--- src/rtl/move_link_rx_if.sv ---
// ============================================================================
//  Module   : move_link_rx_if
//  Purpose  : RX FIFO read handshake between the UART receive FIFO and the
//             chess-link frame decoder.
//  Signals  : rx_empty - FIFO empty flag (FIFO -> decoder)
//             r_data   - FIFO head word, valid while rx_empty=0
//             rd_uart  - one-cycle pop strobe (decoder -> FIFO)
//  Modports : master - FIFO side, slave - decoder side
//  Revision : 1.0 - initial release
// ============================================================================
`default_nettype none

interface move_link_rx_if;
    logic       rx_empty;
    logic [7:0] r_data;
    logic       rd_uart;

    modport master (output rx_empty, output r_data, input rd_uart);
    modport slave  (input rx_empty, input r_data, output rd_uart);
endinterface

`default_nettype wire

--- src/rtl/move_link_rx.sv ---
// ============================================================================
//  Module   : move_link_rx
//  Purpose  : Receive-side protocol decoder for the two-board chess link.
//             Pops 8-bit frames from the RX FIFO and turns them into opponent
//             pick/place events, completed moves and turn hand-over.
//             Frame: bit7 = next_turn, bits6:1 = square, bit0 = pick(1)/place(0)
//  Ports    : clk, rst          - clock, synchronous active-high reset
//             fifo (slave)      - rx_empty / r_data / rd_uart handshake
//             turn_done         - local player finished its move (pulse)
//             begin_turn        - local side has the turn (level)
//             oponent_pick      - opponent is holding a piece (level)
//             oponent_position  - square of the last accepted frame
//             move_valid        - completed opponent move (pulse)
//             move_from/move_to - squares of the last completed move
//             link_error        - protocol violation (pulse)
//             err_code          - 0 frame in local turn, 1 place w/o pick,
//                                 2 pick while holding, 3 pick timeout
//  Revision : 1.0 - initial release
// ============================================================================
`default_nettype none

module move_link_rx #(
    parameter int PLAYER_FIRST   = 1,
    parameter int TIMEOUT_CYCLES = 750_000_000
) (
    input  wire logic       clk,
    input  wire logic       rst,
    move_link_rx_if.slave   fifo,
    input  wire logic       turn_done,
    output logic            begin_turn,
    output logic            oponent_pick,
    output logic [5:0]      oponent_position,
    output logic            move_valid,
    output logic [5:0]      move_from,
    output logic [5:0]      move_to,
    output logic            link_error,
    output logic [1:0]      err_code
);

    localparam int CNT_W = $clog2(TIMEOUT_CYCLES + 1);
    localparam logic [CNT_W-1:0] CNT_LAST = CNT_W'(TIMEOUT_CYCLES - 1);

    typedef enum logic [0:0] {
        WAIT_PICK  = 1'b0,
        WAIT_PLACE = 1'b1
    } state_t;

    state_t           state;
    logic             rd_q;
    logic [5:0]       from_sq;
    logic [CNT_W-1:0] to_cnt;

    logic [5:0] frame_sq;
    logic       frame_pick;
    logic       frame_next_turn;

    assign frame_sq        = fifo.r_data[6:1];
    assign frame_pick      = fifo.r_data[0];
    assign frame_next_turn = fifo.r_data[7];
    assign fifo.rd_uart    = rd_q;

    // The pop strobe is registered; the frame is decoded on the cycle the
    // strobe is high (the FIFO head is stable until the pop edge), so the
    // decoded outputs appear one cycle after rd_uart.
    always_ff @(posedge clk) begin
        if (rst) begin
            rd_q             <= 1'b0;
            begin_turn       <= (PLAYER_FIRST != 0);
            oponent_pick     <= 1'b0;
            oponent_position <= 6'd0;
            move_valid       <= 1'b0;
            move_from        <= 6'd0;
            move_to          <= 6'd0;
            link_error       <= 1'b0;
            err_code         <= 2'd0;
            state            <= WAIT_PICK;
            from_sq          <= 6'd0;
            to_cnt           <= '0;
        end else begin
            // Never pop on two consecutive cycles: the FIFO needs a cycle
            // to present the next head word.
            rd_q       <= ~fifo.rx_empty & ~rd_q;
            move_valid <= 1'b0;
            link_error <= 1'b0;

            if (turn_done && begin_turn) begin
                begin_turn <= 1'b0;
            end

            if (rd_q) begin
                // begin_turn here is the pre-update value, so a frame that
                // coincides with turn_done is still judged as local-turn.
                if (begin_turn) begin
                    link_error <= 1'b1;
                    err_code   <= 2'd0;
                end else if (state == WAIT_PICK) begin
                    if (frame_pick) begin
                        oponent_pick     <= 1'b1;
                        oponent_position <= frame_sq;
                        from_sq          <= frame_sq;
                        to_cnt           <= '0;
                        state            <= WAIT_PLACE;
                    end else begin
                        link_error <= 1'b1;
                        err_code   <= 2'd1;
                    end
                end else begin
                    if (frame_pick) begin
                        // Second pick: latest square wins, timer restarts.
                        link_error       <= 1'b1;
                        err_code         <= 2'd2;
                        oponent_position <= frame_sq;
                        from_sq          <= frame_sq;
                        to_cnt           <= '0;
                    end else begin
                        oponent_pick     <= 1'b0;
                        oponent_position <= frame_sq;
                        state            <= WAIT_PICK;
                        // Placing back on the source square is not a move.
                        if (frame_sq != from_sq) begin
                            move_valid <= 1'b1;
                            move_from  <= from_sq;
                            move_to    <= frame_sq;
                            if (frame_next_turn) begin
                                begin_turn <= 1'b1;
                            end
                        end
                    end
                end
            end else if (state == WAIT_PLACE) begin
                // Expiry fires on the TIMEOUT_CYCLES-th edge after the pick.
                if (to_cnt == CNT_LAST) begin
                    oponent_pick <= 1'b0;
                    link_error   <= 1'b1;
                    err_code     <= 2'd3;
                    state        <= WAIT_PICK;
                    to_cnt       <= '0;
                end else begin
                    to_cnt <= to_cnt + CNT_W'(1);
                end
            end
        end
    end

endmodule

`default_nettype wire

--- src/flat_wrapper.sv ---
// flat-port wrapper written by rule: the top's interface ports become plain ports
module move_link_rx_flat 
#(
    parameter int PLAYER_FIRST   = 1,
    parameter int TIMEOUT_CYCLES = 750_000_000
)
  (clk, rst, turn_done, begin_turn, oponent_pick, oponent_position, move_valid, move_from, move_to, link_error, err_code, fifo_rx_empty, fifo_r_data, fifo_rd_uart);
  move_link_rx_if fifo_i ();
  input  wire logic clk;
  input  wire logic rst;
  input  wire logic turn_done;
  output logic begin_turn;
  output logic oponent_pick;
  output logic [5:0] oponent_position;
  output logic move_valid;
  output logic [5:0] move_from;
  output logic [5:0] move_to;
  output logic link_error;
  output logic [1:0] err_code;
  input wire logic [$bits(fifo_i.rx_empty)-1:0] fifo_rx_empty;
  input wire logic [$bits(fifo_i.r_data)-1:0] fifo_r_data;
  output wire logic [$bits(fifo_i.rd_uart)-1:0] fifo_rd_uart;
  assign fifo_i.rx_empty = fifo_rx_empty;
  assign fifo_i.r_data = fifo_r_data;
  assign fifo_rd_uart = fifo_i.rd_uart;
  move_link_rx #(.PLAYER_FIRST(PLAYER_FIRST), .TIMEOUT_CYCLES(TIMEOUT_CYCLES)) u_core (.clk(clk), .rst(rst), .fifo(fifo_i), .turn_done(turn_done), .begin_turn(begin_turn), .oponent_pick(oponent_pick), .oponent_position(oponent_position), .move_valid(move_valid), .move_from(move_from), .move_to(move_to), .link_error(link_error), .err_code(err_code));
endmodule
--- config.mk ---
export PLATFORM = sky130hd
export DESIGN_NAME = move_link_rx_flat
export DESIGN_NICKNAME = d
export VERILOG_FILES = /design/src/rtl/move_link_rx_if.sv /design/src/rtl/move_link_rx.sv /design/src/flat_wrapper.sv
export SDC_FILE = /design/constraint.sdc
export NUM_CORES = 1
export LEC_CHECK = 0
export ABC_AREA = 1
export CAP_MARGIN = 30
export CORE_ASPECT_RATIO = 0.75
export CORE_MARGIN = 2
export CORE_UTILIZATION = 55
export CTS_CLUSTER_DIAMETER = 60
export DETAILED_ROUTE_END_ITERATION = 7
export GPL_ROUTABILITY_DRIVEN = 1
export PLACE_DENSITY = 0.79
export SETUP_SLACK_MARGIN = 0.2
export SYNTH_ARGS = -nofsm -noshare
export SYNTH_HDL_FRONTEND = slang
export SYNTH_SLANG_ARGS = --single-unit
--- constraint.sdc ---
create_clock -name clk -period 2.2 [get_ports clk]
set_input_delay 0.44 -clock clk [delete_from_list [all_inputs] [get_ports clk]]
set_output_delay 0.44 -clock clk [all_outputs]
set_load 0.05 [all_outputs]
Yosys cells after proc, flatten, opt, wreduce, memory -nomap -nowiden. Index checks and enable logic that the tools add are counted.

Bits in registers: 62. Input bits: 12.

Add/sub/neg operators: 1. Eq/ne operators: 7. Mux-type cells: 40. Bitwise operators: 6. Reductions and logical operators: 12.

Operators with widths (number): $mux W30 (5); $add A30 B1 Y30 const B (1); $eq A30 B30 Y1 const B (1); $mux W1 (26); $mux W2 (7); $mux W6 (2); $reduce_and A5 Y1 (2); $reduce_and A3 Y1 (3); $ne A6 B6 Y1 (1); $reduce_bool A2 Y1 (3); $not A1 Y1 (5); $reduce_or A5 Y1 (1); $ne A2 B2 Y1 const B (2); $ne A4 B3 Y1 const B (1); $reduce_and A4 Y1 (1); $ne A3 B1 Y1 const B (1); $ne A3 B3 Y1 const B (1); $reduce_bool A3 Y1 (1); $and A1 B1 Y1 (1); $logic_and A1 B1 Y1 (1).

Logic depth before layout (Yosys ltp). Gate-level depths: netlist (run 1).

Word-level depth: 8. Depth in mapped cells: 12. Gate-level depth less buffers: 12.

Worst setup path before layout (run 1). No wires, ideal clock.

Path type: reg2reg. Start: reg u_core.rd_q, in the netlist u_core.fifo.rd_uart. End: reg u_core.to_cnt[16]. Setup time: 0.115 ns. Data arrival time: 1.729 ns. Path slack: 0.356 ns. Cell stages (with the launch flop): 12. Clock period less this slack: 1.844 ns. Cells stage by stage: dfxtp_1 > inv_2 > nand2_4 > inv_2 > nor2_8 > nand2_4 > nor2_2 > nand2_1 > nor2_2 > nand3_1 > nand2_1 > nor2_1.

Word-level cells in the longest chain between the ends: 2. Elaborated cells on any way between the ends: 5. Classes of those cells: 2 x eq/ne; 1 x mux; 2 x reduce/logical.

Ends and longest elaborated chain: start: declaration (RTL line move_link_rx.sv:49) `logic rd_q;`; start signal: assignment (RTL line move_link_rx.sv:82) `rd_q <= ~fifo.rx_empty & ~rd_q;`; $ne A2 B2 Y1 (no source line) / $reduce_bool A2 Y1 (equally long branches); $reduce_and A3 Y1 (no source line); end signal: assignment (RTL line move_link_rx.sv:139) `to_cnt <= to_cnt + CNT_W'(1);`; end: declaration (RTL line move_link_rx.sv:51) `logic [CNT_W-1:0] to_cnt;`.

Several ways; a longest one is shown, not always the timed one. A chain may end at the register's enable or synchronous reset.

Worst setup path in the final report (run 1).
Start: reg u_core.err_code[1]. End: out err_code[1].

RTL lines: start: declaration (RTL line move_link_rx.sv:37) `output logic [1:0] err_code`; start signal: assignment (RTL line move_link_rx.sv:75) `err_code <= 2'd0;`; start signal: assignment (RTL line move_link_rx.sv:95) `err_code <= 2'd0;`; start signal: assignment (RTL line move_link_rx.sv:105) `err_code <= 2'd1;`; end: declaration (RTL line flat_wrapper.sv:19) `output logic [1:0] err_code;`.

No word-level cell between the ends.

==> impl_metrics.yaml, run 1 <==
status:
  status: "finished, final reports clean"
sta:
  maxSlewViolCount: 0
  max_freq_mhz: 512.2
  holdWs_ns: 0.4481
  worst_pin_slew_ns: 0.5456
  final_hold_viol_count: 0
  slew_headroom_pct: 63.51
  setup_ws_ns: 0.2475
  fin_setup_tns_ns: 0
  grt_setup_unrepaired: "no"
  post-route-period-util_pct: 88.75
  period_minus_slack_ns: 1.953
  setup_viol: 0
  skew_ns: 0.006262
logic_synthesis:
  synth_flop_cell: "dfxtp_1"
  yosysSeqAreaShare_pct: 40.13
  yosys.area.top_type: "dfxtp_1"
  synth_area_um2: 3093
  synth_cell_types: 30
  ys_warn_count: 0
  syn_inst: 469
  async_flop_share_pct: 0
  ys_ff_latch: 62
  syn_nets: 486
  synth.top_cell.area_share_pct: 40.13
  syn_avg_cell_area_um2: 6.595
  synth_edf_count: 0
  ys_top_cells_by_area: "dfxtp_1 (40%), nand2_1 (13%), nor2_1 (12%), inv_1 (7.5%), o21ai_0 (4.2%)"
  synth.most_common_cell: "nand2_1"
  synth_commonest_cells: "nand2_1 (105), nor2_1 (102), dfxtp_1 (62), inv_1 (62), o21ai_0 (26)"
layout:
  fillCellCount: 451
  area_growth_pct: 25.20
  multi_input_area_um2: 1573
  final_nets: 537
  drive_gt1_share_pct: 8.571
  seq_area_um2: 1241
  stdcell_count: 600
  antenna_cells: 0
power_and_ir_drop:
  p_leak_nw: 1.567
  max-vdd-ir-drop_mv: 0.7329
  powerDensity_nw_per_um2: 695.7
die:
  die_h_um: 68.95
  die-area_um2: 6246
  placementRows: 23
  start_util_pct: 57.48
  fp.coreArea_um2: 5381
  die_x_um: 90.59
  ios: 37
grt:
  track_usage_pct: 25.24
  grt_use_met3_pct: 8.261
  use_met2_pct: 39.83
  overflow: 0
  grt_pass1_wl_um: 12260
  top_usage_layer: "met2"
  grt_util_met1_pct: 32.77
  first_global_vias: 2710
  grt_max_degree: 29
  antenna_found_initial: 0
routing:
  drt-wirelength-per-cell_um: 12.51
  drtIter0Drc: 247
  route.vias.total: 3061
  postRouteAntennaNets: 0
  via_per_inst: 5.102
  drtPass1Iterations: 4
  drc: 0
  wl_um: 7504
place:
  port_buffers: 36
  place_ws_ns: 0.08222
  dp_hpwl_um: 5301
  place_congestion: 0.8798
  post-place-cells: 584
worst_setup_path:
  slowest_stage: "clkdlybuf4s50_1"
  cpPeakStageDelay_ns: 0.83
  end_kind: "primary output"
  worstPathMaxFanout: 2
  critPathArrivalTime_ns: 1.51
  path_buf_inv: 1
  path_cells: "clkdlybuf4s50_1"
  cp.required_ns: 1.76
  path_class: "flip-flop to primary output"
  critPathTopFamily: "buffers and inverters"
  start_kind: "flip-flop"
worst_hold_path:
  worstHoldPathType: "flip-flop to flip-flop"
cts:
  cts_buffer_depth: 2
  post-cts-setup-buffers: 0
  post_cts_resized: 2
  h-tree-depth: 3
  clk_transition_reported_paths_ns: 0.07
  root_buffer: "clkbuf_8"
  holdBufCountCts: 0
  cts_sinks: 62
  clock_latency_ns: 0.35
  cts_tree: "yes"
  cts_buffers: 9
job:
  max-cap-violations: 0
-- registers in the layout, summed over array words and instances, names as in the netlist --
signal / flops
u_core.err_code: 2
u_core.to_cnt: 30
u_core.oponent_position: 6
u_core.move_from: 6
u_core.fifo.rd_uart: 1
u_core.move_to: 6
u_core.from_sq: 6
u_core.link_error: 1
u_core.begin_turn: 1
u_core.state: 1
u_core.move_valid: 1
u_core.oponent_pick: 1
-- path summary, 6_finish.rpt --
path              cells after the start  slack, ns                             start                               end
setup reg to reg                     12       0.32     u_core.to_cnt[0]$_SDFFE_PP0P_    u_core.to_cnt[16]$_SDFFE_PP0P_
hold reg to reg                       2       0.45  u_core.oponent_pick$_SDFFE_PP0P_  u_core.oponent_pick$_SDFFE_PP0P_
hold / removal                        2       0.45  u_core.oponent_pick$_SDFFE_PP0P_  u_core.oponent_pick$_SDFFE_PP0P_
setup / recovery                      1       0.25   u_core.err_code[1]$_SDFFE_PP0P_                       err_code[1]
-- layout by cell type (no fill, tap or decap), types with 2 or more instances in the layout --
| cell type | Yosys | routed |
|---|---|---|
| nand2_1 | 105 | 104 |
| nor2_1 | 102 | 102 |
| inv_1 | 62 | 62 |
| dfxtp_1 | 62 | 62 |
| clkdlybuf4s50_1 | 0 | 34 |
| o21ai_0 | 26 | 26 |
| nand3_1 | 24 | 24 |
| a21oi_1 | 23 | 23 |
| nor3_1 | 12 | 12 |
| buf_4 | 0 | 12 |
| clkbuf_8 | 0 | 9 |
| xor2_1 | 8 | 8 |
| nand4_1 | 6 | 6 |
| nor2_2 | 5 | 5 |
| ha_1 | 5 | 5 |
| inv_2 | 4 | 4 |
| bufinv_16 | 0 | 4 |
| nand2_4 | 2 | 2 |
| nor4_1 | 2 | 2 |
| xnor2_1 | 2 | 2 |
| dlygate4sd2_1 | 0 | 2 |
-- per-layer routing --
layer | wire length (um) | part of all wire [%]
met5 | 0 | 0
met4 | 129 | 1.7
met3 | 400 | 5.3
met2 | 3242 | 43
met1 | 3731 | 50
-- report_power, final --
| group | switching [W] | internal, W | leakage [nW] | total, W |
|---|---|---|---|---|
| clock | 0.000480 | 0.000872 | 0.130 | 0.00135 |
| combinational | 0.000121 | 0.0000702 | 0.936 | 0.000192 |
| sequential | 0.0000145 | 0.00114 | 0.501 | 0.00115 |
| total | 0.000616 | 0.00208 | 1.57 | 0.00269 |
-- stage by stage --
stage	util, %	power, W	instance area [um2]
after global placement	66.96	0.001359	3603
after floorplan	-	0.001284	3093
final	71.96	0.002694	3872
after global routing	71.96	0.002781	3872
after detailed placement	66.96	0.001362	3603
after CTS	71.91	0.002709	3870
-- logic make-up (layout without fill, tap and decap cells) --
kind of cell	after synthesis	count (layout)	synth area share [%]
and+or+nand+nor	263	263	36.45
xor gates and xnor gates	10	10	2.832
DFF	62	62	40.13
adders and majority gates	5	5	2.023
AOI/OAI and AO/OA	55	55	9.466
buffers and inverters	74	130	9.101
-- final cells by class --
cell class | count | share of cell area, %
multi-input combinational | 333 | 40.61
sequential | 62 | 32.05
timing repair buffer | 48 | 11.57
inverter | 66 | 6.397
clock inverter | 7 | 3.748
clock buffer | 9 | 3.199
tap | 75 | 2.423
Note: power is estimated with default switching activity, not from simulation.
==> run 2, diff against run 1 <==
- CAP_MARGIN: 30 -> default
==> results of run 2 <==
No change in the layout: final DEF, timing and power equal those of run 1.
==> run 3, diff against run 2 <==
- ABC_AREA: 1 -> default
- CAP_MARGIN: default -> 5
- CORE_UTILIZATION: 55 -> 54
- PLACE_DENSITY: 0.79 -> 0.78
==> run 3 against run 2 <==
Sequential share of layout area is 1.8 points higher. Wire length shrank 14%. Via count down 22%. Clock skew decreased by 0.00075 ns. Clock power is 29% lower. Power shrank 15%. Fmax is 2.8% lower. Area after synthesis down 9.2%.
==> impl_metrics.yaml, run 3 <==
status:
  status: "finished, final reports clean"
logic_synthesis:
  synth_area_um2: 2808
  synth_compound_area_share_pct: 9.180
  yosysSeqAreaShare_pct: 44.21
  synth_flop_cell: "dfxtp_1"
  async_flop_share_pct: 0
  synth_commonest_cells: "dfxtp_1 (62), nor2_1 (53), mux2i_1 (24)"
  yosys.area.top_type: "dfxtp_1"
  ys_ff_latch: 62
  synthSimpleGateAreaFrac_pct: 23.57
  synth.top_cell.area_share_pct: 44.21
  synthAdderAreaFrac_pct: 2.228
  synth_xor_area_share_pct: 8.734
  syn_inst: 296
  synth_cell_types: 48
  synth.most_common_cell: "dfxtp_1"
  synth_edf_count: 0
  syn_avg_cell_area_um2: 9.485
  ys_top_cells_by_area: "dfxtp_1 (44%), mux2i_1 (8.6%), nor2_1 (7.1%), xor2_1 (6.6%), ha_1 (2.2%)"
  syn_nets: 313
  ys_warn_count: 0
  synth_mux_area_share_pct: 8.556
  synth_top_family_by_area: "simple AND/OR/NAND/NOR gates"
worst_setup_path:
  r2r_slack_ns: 0.19
  worstPathMaxFanout: 7
  cpPeakStageDelay_ns: 0.54
  start_kind: "flip-flop"
  r2r-end: "u_core.to_cnt[24]$_SDFFE_PP0P_"
  cp.required_ns: 2.42
  crit_top_cell: "a21oi_2"
  slowest_stage: "or4b_4"
  reg2regPathDepth: 6
  end_kind: "flip-flop"
  critPathArrivalTime_ns: 2.23
  r2r-start: "u_core.to_cnt[24]$_SDFFE_PP0P_"
  path_cells: "or4b_4, nor4_4, a21oi_2, o21ai_4, clkbuf_16, a21oi_2"
  path_class: "flip-flop to flip-flop"
grt:
  grt_pass1_wl_um: 10110
  antenna_found_initial: 0
  first_global_vias: 2143
  track_usage_pct: 22.88
  overflow: 0
  grt_max_degree: 30
routing:
  drt-wirelength-per-cell_um: 15.23
  postRouteAntennaNets: 0
  drtIter0Drc: 165
  drtPass1Iterations: 4
  drc: 0
  wl_um: 6457
  route.vias.total: 2377
  via_per_inst: 5.606
sta:
  slew_headroom_pct: 64.66
  setup_viol: 0
  post-route-period-util_pct: 91.32
  fin_setup_tns_ns: 0
  final_hold_viol_count: 0
  maxSlewViolCount: 0
  max_freq_mhz: 497.8
  skew_ns: 0.005511
  period_minus_slack_ns: 2.009
  grt_setup_unrepaired: "yes"
  worst_pin_slew_ns: 0.5285
  holdWs_ns: 0.4904
cts:
  clk_transition_reported_paths_ns: 0.07
  root_buffer: "clkbuf_8"
  clock_latency_ns: 0.34
  cts_buffer_depth: 2
  h-tree-depth: 3
  cts_sinks: 62
  cts_buffers: 9
  cts_tree: "yes"
layout:
  final_nets: 376
  fillCellCount: 355
  final_cell_mix: "dfxtp_1 (58), nor2_1 (52), clkdlybuf4s50_1 (34)"
  top_register: "u_core.to_cnt"
  area_growth_pct: 31.55
  drive_gt1_share_pct: 18.68
  largest_reg_flops: 30
  layout_commonest_cell: "dfxtp_1"
  antenna_cells: 0
  post-route-util_pct: 74.55
  postLayoutCellArea_um2: 3694
die:
  die-area_um2: 5798
  placementRows: 22
  die_h_um: 66.45
  fp.coreArea_um2: 4955
  start_util_pct: 56.67
  die_x_um: 87.26
  ios: 37
place:
  place_congestion: 0.7860
  placed_cell_area_um2: 3362
  port_buffers: 36
  dp_hpwl_um: 4299
power_and_ir_drop:
  p_leak_nw: 1.549
  total_power_w: 0.002297
  max-vdd-ir-drop_mv: 0.3880
  powerDensity_nw_per_um2: 622.0
worst_hold_path:
  hold_depth: 2
  min_from: "u_core.to_cnt[1]$_SDFFE_PP0P_"
  hold_end: "u_core.to_cnt[1]$_SDFFE_PP0P_"
  worstHoldPathType: "flip-flop to flip-flop"
job:
  max-cap-violations: 0
run 3: worst max path at each step:
stage,depth (start not counted),slack [ns],to,startpoint
after floorplan,6,0.20,u_core.to_cnt[26]$_SDFFE_PP0P_,u_core.fifo.rd_uart$_SDFF_PP0_
after global placement,8,0.005,u_core.to_cnt[9]$_SDFFE_PP0P_,fifo_r_data[0]
after detailed placement,6,-0.03,u_core.to_cnt[28]$_SDFFE_PP0P_,fifo_r_data[0]
after CTS,1,0.23,move_from[5],u_core.move_from[5]$_SDFFE_PP0P_
after global routing,6,0.12,u_core.to_cnt[24]$_SDFFE_PP0P_,u_core.to_cnt[24]$_SDFFE_PP0P_
final,6,0.19,u_core.to_cnt[24]$_SDFFE_PP0P_,u_core.to_cnt[24]$_SDFFE_PP0P_
run 3: final cells by class:
cell class              instances  area (um2)  share of cell area (%)
clock buffers                   9       123.9                   3.354
flip-flops and latches         62        1249                   33.81
multi-input cells             214        1519                   41.12
repair buffers                 63       628.1                   17.01
clock inverters                 7       65.06                   1.762
inverters                       9       33.78                  0.9146
well taps                      60       75.07                   2.033
run 3: timing repair:
item,CTS,global route
endpoints found under the hold margin,0,0
cloned,0,3
endpoints found under the setup margin,1,32
hold buffers,0,0
gates resized for setup,1,16
pin swaps,0,9
setup buffers,0,3
run 3: through the flow:
stage	setup WS (ns)	cells
after detailed placement	-0.02565	402
after global placement	0.004837	402
final	0.1911	424
after CTS	0.2327	418
after floorplan	0.2019	296
after global routing	0.1215	424
run 3: routing by layer:
metal / up-vias / GRT usage, % / routed length [um]
met5: - / 0 / 0
met4: 0 / 6.923 / 92
met3: 12 / 7.615 / 396
met2: 67 / 33.90 / 2882
met1: 1127 / 31.44 / 3086
li1: 1171 / - / -
run 3: power breakdown:
| part | total [W] | switching [W] | leakage, nW | internal, W |
|---|---|---|---|---|
| Combinational | 0.000196 | 0.000111 | 0.951 | 0.0000843 |
| Sequential | 0.00114 | 0.0000104 | 0.503 | 0.00113 |
| Clock | 0.000957 | 0.000444 | 0.0948 | 0.000514 |
run 3: worst max-delay path, delay by kind of cell, from the launching register on:
kind                   cells  cell delay [ns]
AOI/OAI and AO/OA          3             0.48
buffers and inverters      1             0.22
DFF                        1             0.33
and+or+nand+nor            2             0.85
run 3: cells by family (layout without fill, tap and decap cells):
family,count (synthesis),after routing
simple gates,122,122
mux,24,24
buf+inv,20,88
xor+xnor,28,28
fa+ha+maj,5,5
compound gates,35,35
flops,62,62
